[src/rtl/strobe_capture_fifo.sv]
// strobe_capture_fifo: captures data_in once per rising strobe into a small FIFO with sticky overflow.
module strobe_capture_fifo #(
  parameter int WIDTH = 8,
  parameter int DEPTH = 4
) (
  input  logic                     clk,
  input  logic                     rst,
  input  logic                     stb_sync,
  input  logic [WIDTH-1:0]         data_in,
  input  logic                     out_ready,
  output logic                     out_valid,
  output logic [WIDTH-1:0]         out_data,
  output logic [$clog2(DEPTH):0]   level,
  output logic                     overflow,
  output logic [7:0]               cap_cnt
);
  localparam int AW = $clog2(DEPTH);
  localparam int LW = AW + 1;
  logic [WIDTH-1:0] mem [DEPTH];
  logic [AW-1:0] wr_ptr, rd_ptr;
  logic stb_d, cap, full, pop, push;
  always_comb begin
    cap = stb_sync & ~stb_d;
    full = level == LW'(DEPTH);
    out_valid = level != '0;
    pop = out_valid & out_ready;
    push = cap & (~full | pop);
    out_data = mem[rd_ptr];
  end
  // stb_d resets high so a strobe already asserted at reset release is ignored
  always_ff @(posedge clk or posedge rst)
    if (rst) begin
      stb_d <= 1'b1;
      wr_ptr <= '0;
      rd_ptr <= '0;
      level <= '0;
      overflow <= 1'b0;
      cap_cnt <= '0;
    end else begin
      stb_d <= stb_sync;
      if (push) begin
        wr_ptr <= wr_ptr + AW'(1);
        cap_cnt <= cap_cnt + 8'd1;
      end
      if (pop) rd_ptr <= rd_ptr + AW'(1);
      level <= level + LW'(push) - LW'(pop);
      if (cap && full && !pop) overflow <= 1'b1;
    end
  always_ff @(posedge clk)
    if (push) mem[wr_ptr] <= data_in;
endmodule

[config.mk]
export PLATFORM = sky130hd
export DESIGN_NAME = strobe_capture_fifo
export DESIGN_NICKNAME = d
export VERILOG_FILES = /design/src/rtl/strobe_capture_fifo.sv
export SDC_FILE = /design/constraint.sdc
export NUM_CORES = 1
export LEC_CHECK = 0
export CAP_MARGIN = 0
export CORE_UTILIZATION = 28
export CTS_BUF_LIST = sky130_fd_sc_hd__clkbuf_8
export DETAILED_ROUTE_END_ITERATION = 10
export HOLD_SLACK_MARGIN = 0.15
export SLEW_MARGIN = 5
export SYNTH_ARGS = -nofsm -noshare
export SYNTH_HDL_FRONTEND = slang
export SYNTH_SLANG_ARGS = --single-unit
[constraint.sdc]
create_clock -name clk -period 2.48 [get_ports clk]
set_clock_uncertainty 0.05 [all_clocks]
set_input_delay 0.496 -clock clk [delete_from_list [all_inputs] [get_ports clk]]
set_output_delay 0.496 -clock clk [all_outputs]
set_load 0.02 [all_outputs]
# Word-level counts from Yosys, hierarchy flattened

Memory sizes are Yosys's and may differ from the RTL's.
Cells that the tools add are included.

Output and inout port bits: 21
Memories kept: 1
Bits in registers: 17
Input port bits: 12
Bits in writable memories: 32

Memory list:

| memory | depth | bits a word | rd ports | clocked after Yosys merged registers in | wr ports | RTL line | RTL |
|---|---|---|---|---|---|---|---|
| mem    | 4     | 8           | 1        | 0                                       | 1        | 19       | `logic [WIDTH-1:0] mem [DEPTH];` |

$add $sub $neg: 5
Bitwise operators: 6
Equal/unequal tests: 1
Reductions and logical operators: 4
Mux-type cells: 2

Operators with widths:

| operator                                     | number |
|---|---|
| adder 8 x 1 -> 8 bit (second input constant) | 1 |
| adder 2 x 1 -> 2 bit (second input constant) | 2 |
| adder 3 x 1 -> 3 bit                         | 1 |
| AND 1 bit                                    | 3 |
| == test 3 bit (second input constant)        | 1 |
| nonzero test 3 bit                           | 1 |
| subtractor 3 x 1 -> 3 bit                    | 1 |
| logical AND 1 bit                            | 2 |
| two-way mux 1 bit                            | 2 |
| NOT 1 bit                                    | 2 |
| logical NOT 1 bit                            | 1 |
| OR 1 bit                                     | 1 |

# Logic depth before layout (Yosys ltp)

Gate-level depths: netlist (run 1).

Word-level depth: 6
Mapped depth: 11

# Worst setup path before layout (run 1)

OpenSTA, ideal clock, no wires.

Kind: register to register
Start: reg level[1]
End: reg level[2]
Setup slack: -0.188 ns
Setup time: 0.131 ns
Data arrival time: 2.486 ns
Required time: 2.299 ns
Clock period less this slack: 2.668 ns
Stages on the path, launching flop included: 12
Cells stage by stage: dfrtp_1 or4b_4 and3_4 buf_6 inv_1 ha_1 inv_1 ha_1 inv_1 fa_1 xnor2_1 xnor2_1

Word-level cells in the longest chain between the ends: 6
Elaborated cells between the ends (all ways): 8
Those cells by class: 2 x add/sub; 1 x eq/ne; 4 x bitwise; 1 x reduce/logical

RTL lines:

| what                                                | RTL line | RTL |
|---|---|---|
| from (decl)                                         | 13       | `output logic [$clog2(DEPTH):0] level,` |
| from (signal assigned)                              | 46       | `level <= level + LW'(push) - LW'(pop);` |
| nonzero test 3 bit or == test 3 bit (tied branches) | 25, 24   |  |
| AND 1 bit or NOT 1 bit (tied branches)              | 26, 27   |  |
| OR 1 bit                                            | 27       | `push = cap & (~full \| pop);` |
| AND 1 bit                                           | 27       |  |
| adder 3 x 1 -> 3 bit                                | 46       |  |
| subtractor 3 x 1 -> 3 bit (*)                       | 46       |  |

Mark *: on every way between the ends. The rest lies on a longest branch, timed or not.
A chain may end at the register's enable or synchronous reset.

# Worst setup path after layout (run 1)

Start: reg level[0]
End: reg level[2]

Same word-level chain as after synthesis.

==> metrics.log, run 1 <==
[metrics] run status: complete, no violations
[metrics] capturing element type of the critical path: flop
[metrics] clock-pin slew reported for the worst setup and hold paths after clock tree synthesis: 0.09 ns
[metrics] IO Count: 33
[metrics] critical setup path kind: reg -> reg
[metrics] diode count: 0
[metrics] total power per unit cell area: 1080 nW/um^2
[metrics] number of cells on the worst reg-to-reg path: 10
[metrics] average wire length per cell after detail routing: 14.0 um
[metrics] Final Hold Fails: 0
[metrics] die area: 7580 um^2
[metrics] fraction of the yosys area taken by sequential cells: 0.685
[metrics] remaining routing DRC violations: 0
[metrics] Mapped Area: 2030 um^2
[metrics] number of placement rows: 30
[metrics] Die Height: 87.1 um
[metrics] DP Wirelength: 2.52 mm
[metrics] vias in the first global route: 1154
[metrics] share of async-settable or async-resettable flops after synthesis: 0.347
[metrics] critical path launch point type: flop
[metrics] final critical delay including setup and external delays: 2.34 ns
[metrics] TritonRoute pass-1 iters: 4
[metrics] global-route usage over all layers: 0.105
[metrics] Detailed Route WL: approximately 3.6 mm
[metrics] area of all placed cells without fillers: 2650 um^2
[metrics] aggregate global routing overflow: 0
[metrics] Arr. time, crit path: 2.48 ns
[metrics] synthesized area divided by synthesized cell count: approximately 18 um^2
[metrics] NumNets Final: 179
[metrics] hold bufs inserted after CTS: 0
[metrics] main flop type after synthesis: sky130_fd_sc_hd__edfxtp_1
[metrics] maximum resistive drop on vdd: roughly 0.57 mV
[metrics] clock latency reported for the late side of the worst-skew pair: a little under 0.3 ns
[metrics] number of antenna violations at the first check in global routing: 0
[metrics] initial cell density of the core: 0.293
[metrics] endpoint required time on the critical path: 2.62 ns
[metrics] core footprint: 6910 um^2
[metrics] number of DRC violations after detailed-routing iteration 0: 78
[metrics] Max-slew headroom: 0.568
[metrics] Cell variety after synth: 29
[metrics] final setup violating endpoints: 0
[metrics] highest clock rate: approximately 430 MHz
[metrics] pin count of the biggest net entering global routing: 18
[metrics] Post-Route Setup TNS: 0 ns
[metrics] synthesis-to-finish area growth: 30.8%
[metrics] library cell with the largest summed area after synthesis: sky130_fd_sc_hd__edfxtp_1
[metrics] IO Port Bufs: 32
[metrics] final-layout worst hold slack: 0.454 ns
[metrics] Hold Path Class: reg -> reg
[metrics] share of the synthesized area in the top cell type: 0.474
[metrics] unrepaired setup endpoints after global routing: false
[metrics] largest cells by area after synthesis: sky130_fd_sc_hd__edfxtp_1, sky130_fd_sc_hd__dfrtp_1, sky130_fd_sc_hd__mux4_2
[metrics] total number of clock tree sinks: roughly 50
[metrics] post-route core utilization: 0.384
[metrics] slew at the pin closest to its max-slew limit: about 0.65 ns
[metrics] number of clock buffers inserted by TritonCTS: 5
[metrics] register bit count reported by yosys: 49
[metrics] most frequent standard cell in the layout excluding fill and tap cells: sky130_fd_sc_hd__edfxtp_1
[metrics] YS warnings: 0
[metrics] remaining antenna violation count: 0
[metrics] Worst Hold Path Cells: 1
[metrics] Final period util: 0.943
[metrics] number of cells produced by synthesis: around 110
[metrics] most used cells in the layout excluding fill and tap cells: sky130_fd_sc_hd__edfxtp_1, sky130_fd_sc_hd__clkdlybuf4s50_1, sky130_fd_sc_hd__dfrtp_1
[metrics] placed inst area: 2570 um^2
[metrics] max-capacitance violation count: 0
[metrics] count of flip-flops with a built-in enable after synthesis: 32
[metrics] layout cell share with drive strength beyond 1: 0.294
[metrics] final-report max-slew violation count: 0
[metrics] net count of the mapped netlist: 133
[metrics] number of vias in the routed layout: between 1000 and 1500
[metrics] global-route wire length before repair: 5.82 mm
[metrics] crit path max fanout: 2
[metrics] H-tree Lvls: 2
[metrics] root buf cell: sky130_fd_sc_hd__clkbuf_8
[metrics] via-per-instance ratio: 4.26
[metrics] leakage power: 0.995 nW
[metrics] chip width: 87.1 um
[metrics] final weighted congestion of routability-driven global placement: 0.821
[metrics] CTS tree: yes
[metrics] buffers from clock root to sink, at most: 2
## synthesized netlist by cell type (2+ instances only)
library cell               instances
sky130_fd_sc_hd__nand2_1           2
sky130_fd_sc_hd__ha_1              7
sky130_fd_sc_hd__nor3_1            2
sky130_fd_sc_hd__xnor2_1           8
sky130_fd_sc_hd__inv_1             9
sky130_fd_sc_hd__mux2_4            2
sky130_fd_sc_hd__and2_2            4
sky130_fd_sc_hd__edfxtp_1         32
sky130_fd_sc_hd__nand3_1           2
sky130_fd_sc_hd__dfrtp_1          16
sky130_fd_sc_hd__mux4_2            8
sky130_fd_sc_hd__xor2_1            4
## flip-flops by register name, indices dropped and copies added (netlist names)
signal    cells
mem          32
cap_cnt       8
rd_ptr        2
wr_ptr        2
overflow      1
level         3
stb_d         1
## report_power, final
part           leakage, nW  internal, W  total (W)  switching, W
clock               0.0416     0.000195   0.000459      0.000264
sequential           0.489      0.00105    0.00121      0.000155
combinational        0.464     0.000632    0.00119      0.000562
total                0.995      0.00188    0.00286      0.000981
## logic make-up after synthesis
family          count (synthesis)  synth area share
compound gates                  2           0.00927
xor+xnor                       12            0.0519
fa+ha+maj                       8            0.0531
buf+inv                        12            0.0266
flops                          49             0.685
mux                            10             0.104
simple gates                   20            0.0704
## worst max-delay path, stage by stage (launching register included)
cell and delay, ns:
sky130_fd_sc_hd__dfrtp_2 0.41, sky130_fd_sc_hd__or4b_4 0.54, sky130_fd_sc_hd__and3_4 0.17, sky130_fd_sc_hd__inv_2 0.06, sky130_fd_sc_hd__ha_4 0.19, sky130_fd_sc_hd__inv_2 0.06, sky130_fd_sc_hd__ha_4 0.12, sky130_fd_sc_hd__inv_2 0.03
sky130_fd_sc_hd__fa_2 0.34, sky130_fd_sc_hd__xnor2_2 0.14, sky130_fd_sc_hd__xnor2_1 0.12
## per-stage QoR
stage,total power (W),instances,setup WS [ns]
after floorplan,0.00193,113,-0.0701
after global placement,0.00245,248,-0.352
after detailed placement,0.00249,248,-0.416
after CTS,0.00290,256,0.0416
after global routing,0.00304,256,0.0614
final,0.00286,256,0.142
## metal layers
| layer | track usage | part of all wire |
|---|---|---|
| met1 | 0.137 | 0.47 |
| met2 | 0.166 | 0.47 |
| met3 | 0.0389 | 0.047 |
| met4 | 0.0273 | 0.0075 |
| met5 | 0 | 0 |
## final timing paths
kind                             from          to  slack (ns)
hold / removal             cap_cnt[7]  cap_cnt[7]        0.45
min in group asynchronous         rst  cap_cnt[7]        0.54
setup reg to reg             level[0]    level[2]        0.14
setup / recovery             level[0]    level[2]        0.14
hold reg to reg            cap_cnt[7]  cap_cnt[7]        0.45
max in group asynchronous         rst    level[0]        1.39
## final cells by class
| type | instances | area, um^2 |
|---|---|---|
| fillers | 669 | 4260 |
| clock inverters | 3 | 18.8 |
| flip-flops and latches | 49 | 1390 |
| well taps | 96 | 120 |
| multi-input cells | 52 | 619 |
| inverters | 9 | 33.8 |
| clock buffers | 5 | 68.8 |
| repair buffers | 42 | 399 |
## what timing repair did
item	in CTS	in global routing
buffers inserted	0	0
resized for setup	9	1
pin swaps	3	0
endpoints found under the setup margin	9	1
endpoints found under the hold margin	0	0
(Power assumes the default switching activity.)
==> inputs of run 2 (changes only) <==
==> constraint.sdc (replaced) <==
create_clock -name clk -period 2.48 [get_ports clk]
set_clock_uncertainty 0.05 [all_clocks]
set_input_delay 0.496 -clock clk [delete_from_list [all_inputs] [get_ports clk]]
set_output_delay 0.496 -clock clk [all_outputs]
set_load 0.1 [all_outputs]
==> metrics.log, run 2 (same netlist as run 1, synthesis figures left out) <==
[metrics] run status: complete, no violations (unchanged)
[metrics] diode count: 0 (unchanged)
[metrics] clock latency reported for the late side of the worst-skew pair: 0.30 ns (was 0.29 ns)
[metrics] area occupied by multi-input gates: 619 um^2 (unchanged)
[metrics] final setup violating endpoints: 0 (unchanged)
[metrics] clock-pin slew reported for the worst setup and hold paths after clock tree synthesis: 0.09 ns (about the same)
[metrics] vias in the first global route: 1188 (was 1154)
[metrics] synthesis-to-finish area growth: 33.2% (was 30.8%)
[metrics] Detailed Route WL: 3.56 mm (was 3.59 mm)
[metrics] Arr. time, crit path: 2.53 ns (was 2.48 ns)
[metrics] IO Count: 33 (unchanged)
[metrics] most used cells in the layout excluding fill and tap cells: sky130_fd_sc_hd__edfxtp_1, sky130_fd_sc_hd__buf_4, sky130_fd_sc_hd__dfrtp_1 (was sky130_fd_sc_hd__edfxtp_1, sky130_fd_sc_hd__clkdlybuf4s50_1, sky130_fd_sc_hd__dfrtp_1)
[metrics] global-route usage over all layers: 0.107 (was 0.105)
[metrics] H-tree Lvls: 2 (unchanged)
[metrics] remaining antenna violation count: 0 (unchanged)
[metrics] register cell area after layout: 1400 um^2 (was 1390 um^2)
[metrics] Max-slew headroom: 0.567 (was 0.568)
[metrics] critical setup path kind: reg -> reg (unchanged)
[metrics] die area: 7580 um^2 (unchanged)
[metrics] capturing element type of the critical path: flop (unchanged)
[metrics] final-report max-slew violation count: 0 (unchanged)
[metrics] max-capacitance violation count: 0 (unchanged)
[metrics] global-route wire length before repair: 5.95 mm (was 5.82 mm)
[metrics] average wire length per cell after detail routing: 14.0 um (about the same)
[metrics] number of placement rows: 30 (unchanged)
[metrics] number of flip-flops in the largest register: 32 (unchanged)
[metrics] worst reg2reg setup slack: 0.10 ns (was 0.14 ns)
[metrics] Hold Path Class: reg -> reg (unchanged)
[metrics] layout cell share with drive strength beyond 1: 0.434 (was 0.294)
[metrics] crit path max fanout: 2 (unchanged)
[metrics] IO Port Bufs: 32 (unchanged)
[metrics] DP Wirelength: 2.56 mm (was 2.52 mm)
[metrics] chip width: 87.1 um (unchanged)
[metrics] Final period util: 0.960 (was 0.943)
[metrics] cells along the critical path: or4b_4 -> and3_4 -> inv_2 -> ha_4 -> inv_4 -> ha_4 -> inv_2 -> fa_2 -> xnor2_2 -> xnor2_1 (was or4b_4 -> and3_4 -> inv_2 -> ha_4 -> inv_2 -> ha_4 -> inv_2 -> fa_2 -> xnor2_2 -> xnor2_1)
[metrics] number of DRC violations after detailed-routing iteration 0: 44 (was 78)
[metrics] total number of clock tree sinks: 49 (unchanged)
[metrics] Final Hold Fails: 0 (unchanged)
[metrics] post-placement setup slack: -0.456 ns (was -0.416 ns)
[metrics] unrepaired setup endpoints after global routing: false (unchanged)
[metrics] aggregate global routing overflow: 0 (unchanged)
[metrics] cell family contributing the most delay on the critical path: simple AND/OR/NAND/NOR gates (unchanged)
[metrics] Die Height: 87.1 um (unchanged)
[metrics] TritonRoute pass-1 iters: 4 (unchanged)
[metrics] root buf cell: sky130_fd_sc_hd__clkbuf_8 (unchanged)
[metrics] largest registers: mem: 32 flops, cap_cnt: 8 flops, level: 3 flops (unchanged)
[metrics] number of filler instances in the final layout: 660 (was 669)
[metrics] number of antenna violations at the first check in global routing: 0 (unchanged)
[metrics] via-per-instance ratio: 4.24 (was 4.26)
[metrics] final critical delay including setup and external delays: 2.38 ns (was 2.34 ns)
[metrics] pin count of the biggest net entering global routing: 18 (unchanged)
[metrics] slew at the pin closest to its max-slew limit: 0.649 ns (was 0.647 ns)
[metrics] endpoint required time on the critical path: 2.63 ns (was 2.62 ns)
[metrics] post-route core utilization: 0.391 (was 0.384)
[metrics] NumNets Final: 178 (was 179)
[metrics] CTS tree: yes (unchanged)
[metrics] most frequent standard cell in the layout excluding fill and tap cells: sky130_fd_sc_hd__edfxtp_1 (unchanged)
[metrics] sum of buffers and inverters on the critical path: 3 (unchanged)
[metrics] remaining routing DRC violations: 0 (unchanged)
[metrics] final setup slack of the worst path: 0.100 ns (was 0.142 ns)
[metrics] buffers inserted during post-CTS setup optimization: 0 (unchanged)
[metrics] initial cell density of the core: 0.293 (unchanged)
[metrics] number of vias in the routed layout: 1080 (was 1090)
[metrics] highest clock rate: 420 MHz (was 428 MHz)
[metrics] number of clock buffers inserted by TritonCTS: 5 (unchanged)
[metrics] final weighted congestion of routability-driven global placement: 0.760 (was 0.821)
[metrics] Worst path max stage delay: 0.52 ns (was 0.54 ns)
[metrics] core footprint: 6910 um^2 (unchanged)
[metrics] critical path launch point type: flop (unchanged)
[metrics] register name with the most flops: mem (unchanged)
[metrics] final-layout worst hold slack: 0.453 ns (was 0.454 ns)
[metrics] buffers from clock root to sink, at most: 2 (unchanged)
[metrics] CP max-delay cell: sky130_fd_sc_hd__or4b_4 (unchanged)
run 2: timing repair:
action,4_1_cts,5_1_grt
endpoints found under the setup margin,2,1
pin swaps,1,3
cloned,0,0
hold buffers,0,0
resized for setup,1,1
endpoints found under the hold margin,0,0
run 2: per-stage QoR:
| step | std cells | instance area, um^2 | TNS [ns] |
|---|---|---|---|
| global placement | 247 | 2610 | -0.656 |
| finish | 255 | 2700 | 0 |
| CTS | 255 | 2700 | 0 |
| floorplan | 113 | 2070 | -0.392 |
| detailed placement | 247 | 2610 | -0.817 |
| global route | 255 | 2700 | 0 |
run 2: worst paths after layout:
| kind | start | depth (start not counted) | endpoint |
|---|---|---|---|
| max | level[0] | 10 | level[2] |
| min | cap_cnt[7] | 1 | cap_cnt[7] |
| max reg2reg | level[0] | 10 | level[2] |
| min reg2reg | cap_cnt[7] | 1 | cap_cnt[7] |
| max in group asynchronous | rst | 2 | level[2] |
| min in group asynchronous | rst | 2 | cap_cnt[5] |
run 2: cell type report:
type	count	area share
inverter	9	0.0134
clock buffer	5	0.0255
timing repair buffer	41	0.161
multi-input combinational	52	0.229
clock inverter	3	0.00788
sequential	49	0.518
tap	96	0.0445
run 2: metal layers:
metal	global-route usage	vias to the layer above	routed length, um
li1	-	504	-
met3	0.0379	4	192
met1	0.129	537	1530
met5	0	-	0
met2	0.180	35	1810
met4	0.0303	0	27
Power of run 2 is not shown: default switching activity piles up to over one toggle a cycle in this logic, so the estimate is an artifact.
==> inputs of run 3 (changes only) <==
--- a/config.mk
+++ b/config.mk
@@ -6,10 +6,12 @@
 export NUM_CORES = 1
 export LEC_CHECK = 0
 export CAP_MARGIN = 0
+export CORE_MARGIN = 4
 export CORE_UTILIZATION = 28
 export CTS_BUF_LIST = sky130_fd_sc_hd__clkbuf_8
 export DETAILED_ROUTE_END_ITERATION = 10
 export HOLD_SLACK_MARGIN = 0.15
+export PLACE_DENSITY = 0.56
 export SLEW_MARGIN = 5
 export SYNTH_ARGS = -nofsm -noshare
 export SYNTH_HDL_FRONTEND = slang
==> metrics.log, run 3 (same netlist as run 1, synthesis figures left out) <==
[metrics] run status: complete, no violations (unchanged)
[metrics] hold bufs inserted after CTS: 0 (unchanged)
[metrics] Post-Route Setup TNS: 0 ns (unchanged)
[metrics] Arr. time, crit path: 2.54 ns (was 2.53 ns)
[metrics] Final period util: 0.968 (was 0.960)
[metrics] buffers from clock root to sink, at most: 2 (unchanged)
[metrics] number of placement rows: 30 (unchanged)
[metrics] crit path max fanout: 2 (unchanged)
[metrics] number of antenna violations at the first check in global routing: 0 (unchanged)
[metrics] remaining routing DRC violations: 0 (unchanged)
[metrics] startpoint of the most critical setup path: level[1] (was level[0])
[metrics] Final Hold Fails: 0 (unchanged)
[metrics] aggregate global routing overflow: 0 (unchanged)
[metrics] largest registers: mem: 32 flops, cap_cnt: 8 flops, level: 3 flops (unchanged)
[metrics] diode count: 0 (unchanged)
[metrics] destination of the worst register-to-register timing path: level[2] (unchanged)
[metrics] post-route core utilization: 0.390 (was 0.391)
[metrics] total number of clock tree sinks: 49 (unchanged)
[metrics] final setup slack of the worst path: 0.0792 ns (was 0.100 ns)
[metrics] average wire length per cell after detail routing: 14.4 um (was 14.0 um)
[metrics] IO Count: 33 (unchanged)
[metrics] register name with the most flops: mem (unchanged)
[metrics] critical setup path kind: reg -> reg (unchanged)
[metrics] unrepaired setup endpoints after global routing: false (unchanged)
[metrics] chip width: 93.1 um (was 87.1 um)
[metrics] critical path launch point type: flop (unchanged)
[metrics] highest clock rate: 417 MHz (was 420 MHz)
[metrics] placed instance count: 247 (unchanged)
[metrics] TritonRoute pass-1 iters: 4 (unchanged)
[metrics] die area: 8660 um^2 (was 7580 um^2)
[metrics] Detailed Route WL: 3.68 mm (was 3.56 mm)
[metrics] IO Port Bufs: 32 (unchanged)
[metrics] pin count of the biggest net entering global routing: 18 (unchanged)
[metrics] Hold Path Class: reg -> reg (unchanged)
[metrics] H-tree Lvls: 2 (unchanged)
[metrics] clock-pin slew reported for the worst setup and hold paths after clock tree synthesis: 0.09 ns (about the same)
[metrics] vias in the first global route: 1244 (was 1188)
[metrics] slew at the pin closest to its max-slew limit: 0.657 ns (was 0.649 ns)
[metrics] number of flip-flops in the largest register: 32 (unchanged)
[metrics] number of cells on the worst reg-to-reg path: 10 (unchanged)
[metrics] worst reg2reg setup slack: 0.08 ns (was 0.10 ns)
[metrics] worst r2r src: level[1] (was level[0])
[metrics] most used cells in the layout excluding fill and tap cells: sky130_fd_sc_hd__edfxtp_1, sky130_fd_sc_hd__buf_4, sky130_fd_sc_hd__dfrtp_1 (unchanged)
[metrics] Max-slew headroom: 0.561 (was 0.567)
[metrics] final-report max-slew violation count: 0 (unchanged)
[metrics] endpoint required time on the critical path: 2.62 ns (was 2.63 ns)
[metrics] final weighted congestion of routability-driven global placement: 0.849 (was 0.760)
[metrics] capturing element type of the critical path: flop (unchanged)
[metrics] final setup violating endpoints: 0 (unchanged)
[metrics] DP Wirelength: 2.69 mm (was 2.56 mm)
[metrics] fin cells: 255 (unchanged)
[metrics] last element of the critical path: level[2] (unchanged)
[metrics] core footprint: 6910 um^2 (unchanged)
[metrics] number of DRC violations after detailed-routing iteration 0: 47 (was 44)
[metrics] number of vias in the routed layout: 1084 (was 1080)
[metrics] buffers inserted during post-CTS setup optimization: 0 (unchanged)
[metrics] root buf cell: sky130_fd_sc_hd__clkbuf_8 (unchanged)
[metrics] number of clock buffers inserted by TritonCTS: 5 (unchanged)
[metrics] NumNets Final: 178 (unchanged)
[metrics] layout cell share with drive strength beyond 1: 0.428 (was 0.434)
[metrics] most frequent standard cell in the layout excluding fill and tap cells: sky130_fd_sc_hd__edfxtp_1 (unchanged)
[metrics] synthesis-to-finish area growth: 32.9% (was 33.2%)
[metrics] Die Height: 93.1 um (was 87.1 um)
[metrics] post-placement setup slack: -0.438 ns (was -0.456 ns)
[metrics] CTS tree: yes (unchanged)
[metrics] max-capacitance violation count: 0 (unchanged)
[metrics] clock latency reported for the late side of the worst-skew pair: 0.29 ns (was 0.30 ns)
[metrics] initial cell density of the core: 0.293 (unchanged)
[metrics] final critical delay including setup and external delays: 2.40 ns (was 2.38 ns)
[metrics] remaining antenna violation count: 0 (unchanged)
[metrics] global-route wire length before repair: 6.16 mm (was 5.95 mm)
[metrics] global-route usage over all layers: 0.0936 (was 0.107)
[metrics] via-per-instance ratio: 4.25 (was 4.24)
==> run 3: cell count changes in the layout (fill, tap and decap cells not counted), sizes merged <==
cell | previous run | this run
inv | 10 | 11
clkinvlp | 1 | 0
==> run 3: layer usage <==
metal / vias to the layer above / share of wire / global-route usage
met5: - / 0 / 0
met4: 0 / 0.0068 / 0.0293
met3: 3 / 0.060 / 0.0274
met2: 36 / 0.50 / 0.154
met1: 543 / 0.43 / 0.119
li1: 502 / - / -
==> run 3: how the worst min path moves through the flow <==
stage	slack, ns	depth (start not counted)	end	start
2_1_floorplan	0.37	1	cap_cnt[0]	rst
3_3_place_gp	0.41	1	overflow	overflow
3_5_place_dp	0.42	1	cap_cnt[7]	cap_cnt[7]
4_1_cts	0.43	1	cap_cnt[7]	cap_cnt[7]
5_1_grt	0.45	1	cap_cnt[7]	cap_cnt[7]
6_report	0.43	1	cap_cnt[7]	cap_cnt[7]
==> run 3: layout make-up <==
class / count / area [um^2]
Fill cell: 670 / 4210
Sequential cell: 49 / 1400
Clock inverter: 3 / 17.5
Timing Repair Buffer: 41 / 434
Inverter: 9 / 33.8
Tap cell: 96 / 120
Clock buffer: 5 / 68.8
Multi-Input combinational cell: 52 / 619
==> run 3: per-stage QoR <==
step	instance area, um^2	hold WS, ns
floorplan	2070	0.371
global placement	2610	0.412
detailed placement	2610	0.416
CTS	2690	0.432
global route	2690	0.450
finish	2690	0.428
==> run 3: critical path: stages, from the launching register on <==
cell	delay, ns
sky130_fd_sc_hd__dfrtp_4	0.48
sky130_fd_sc_hd__or4b_4	0.52
sky130_fd_sc_hd__and3_4	0.17
sky130_fd_sc_hd__inv_2	0.06
sky130_fd_sc_hd__ha_4	0.19
sky130_fd_sc_hd__inv_2	0.06
sky130_fd_sc_hd__ha_4	0.11
sky130_fd_sc_hd__inv_2	0.03
sky130_fd_sc_hd__fa_2	0.35
sky130_fd_sc_hd__xnor2_2	0.15
sky130_fd_sc_hd__xnor2_1	0.12
==> run 3: repair_timing <==
item / CTS / global route
hold endpoints to repair: 0 / 0
endpoints found under the setup margin: 2 / 0
resized for setup: 1 / 0
Power of run 3 is left out for the same reason.
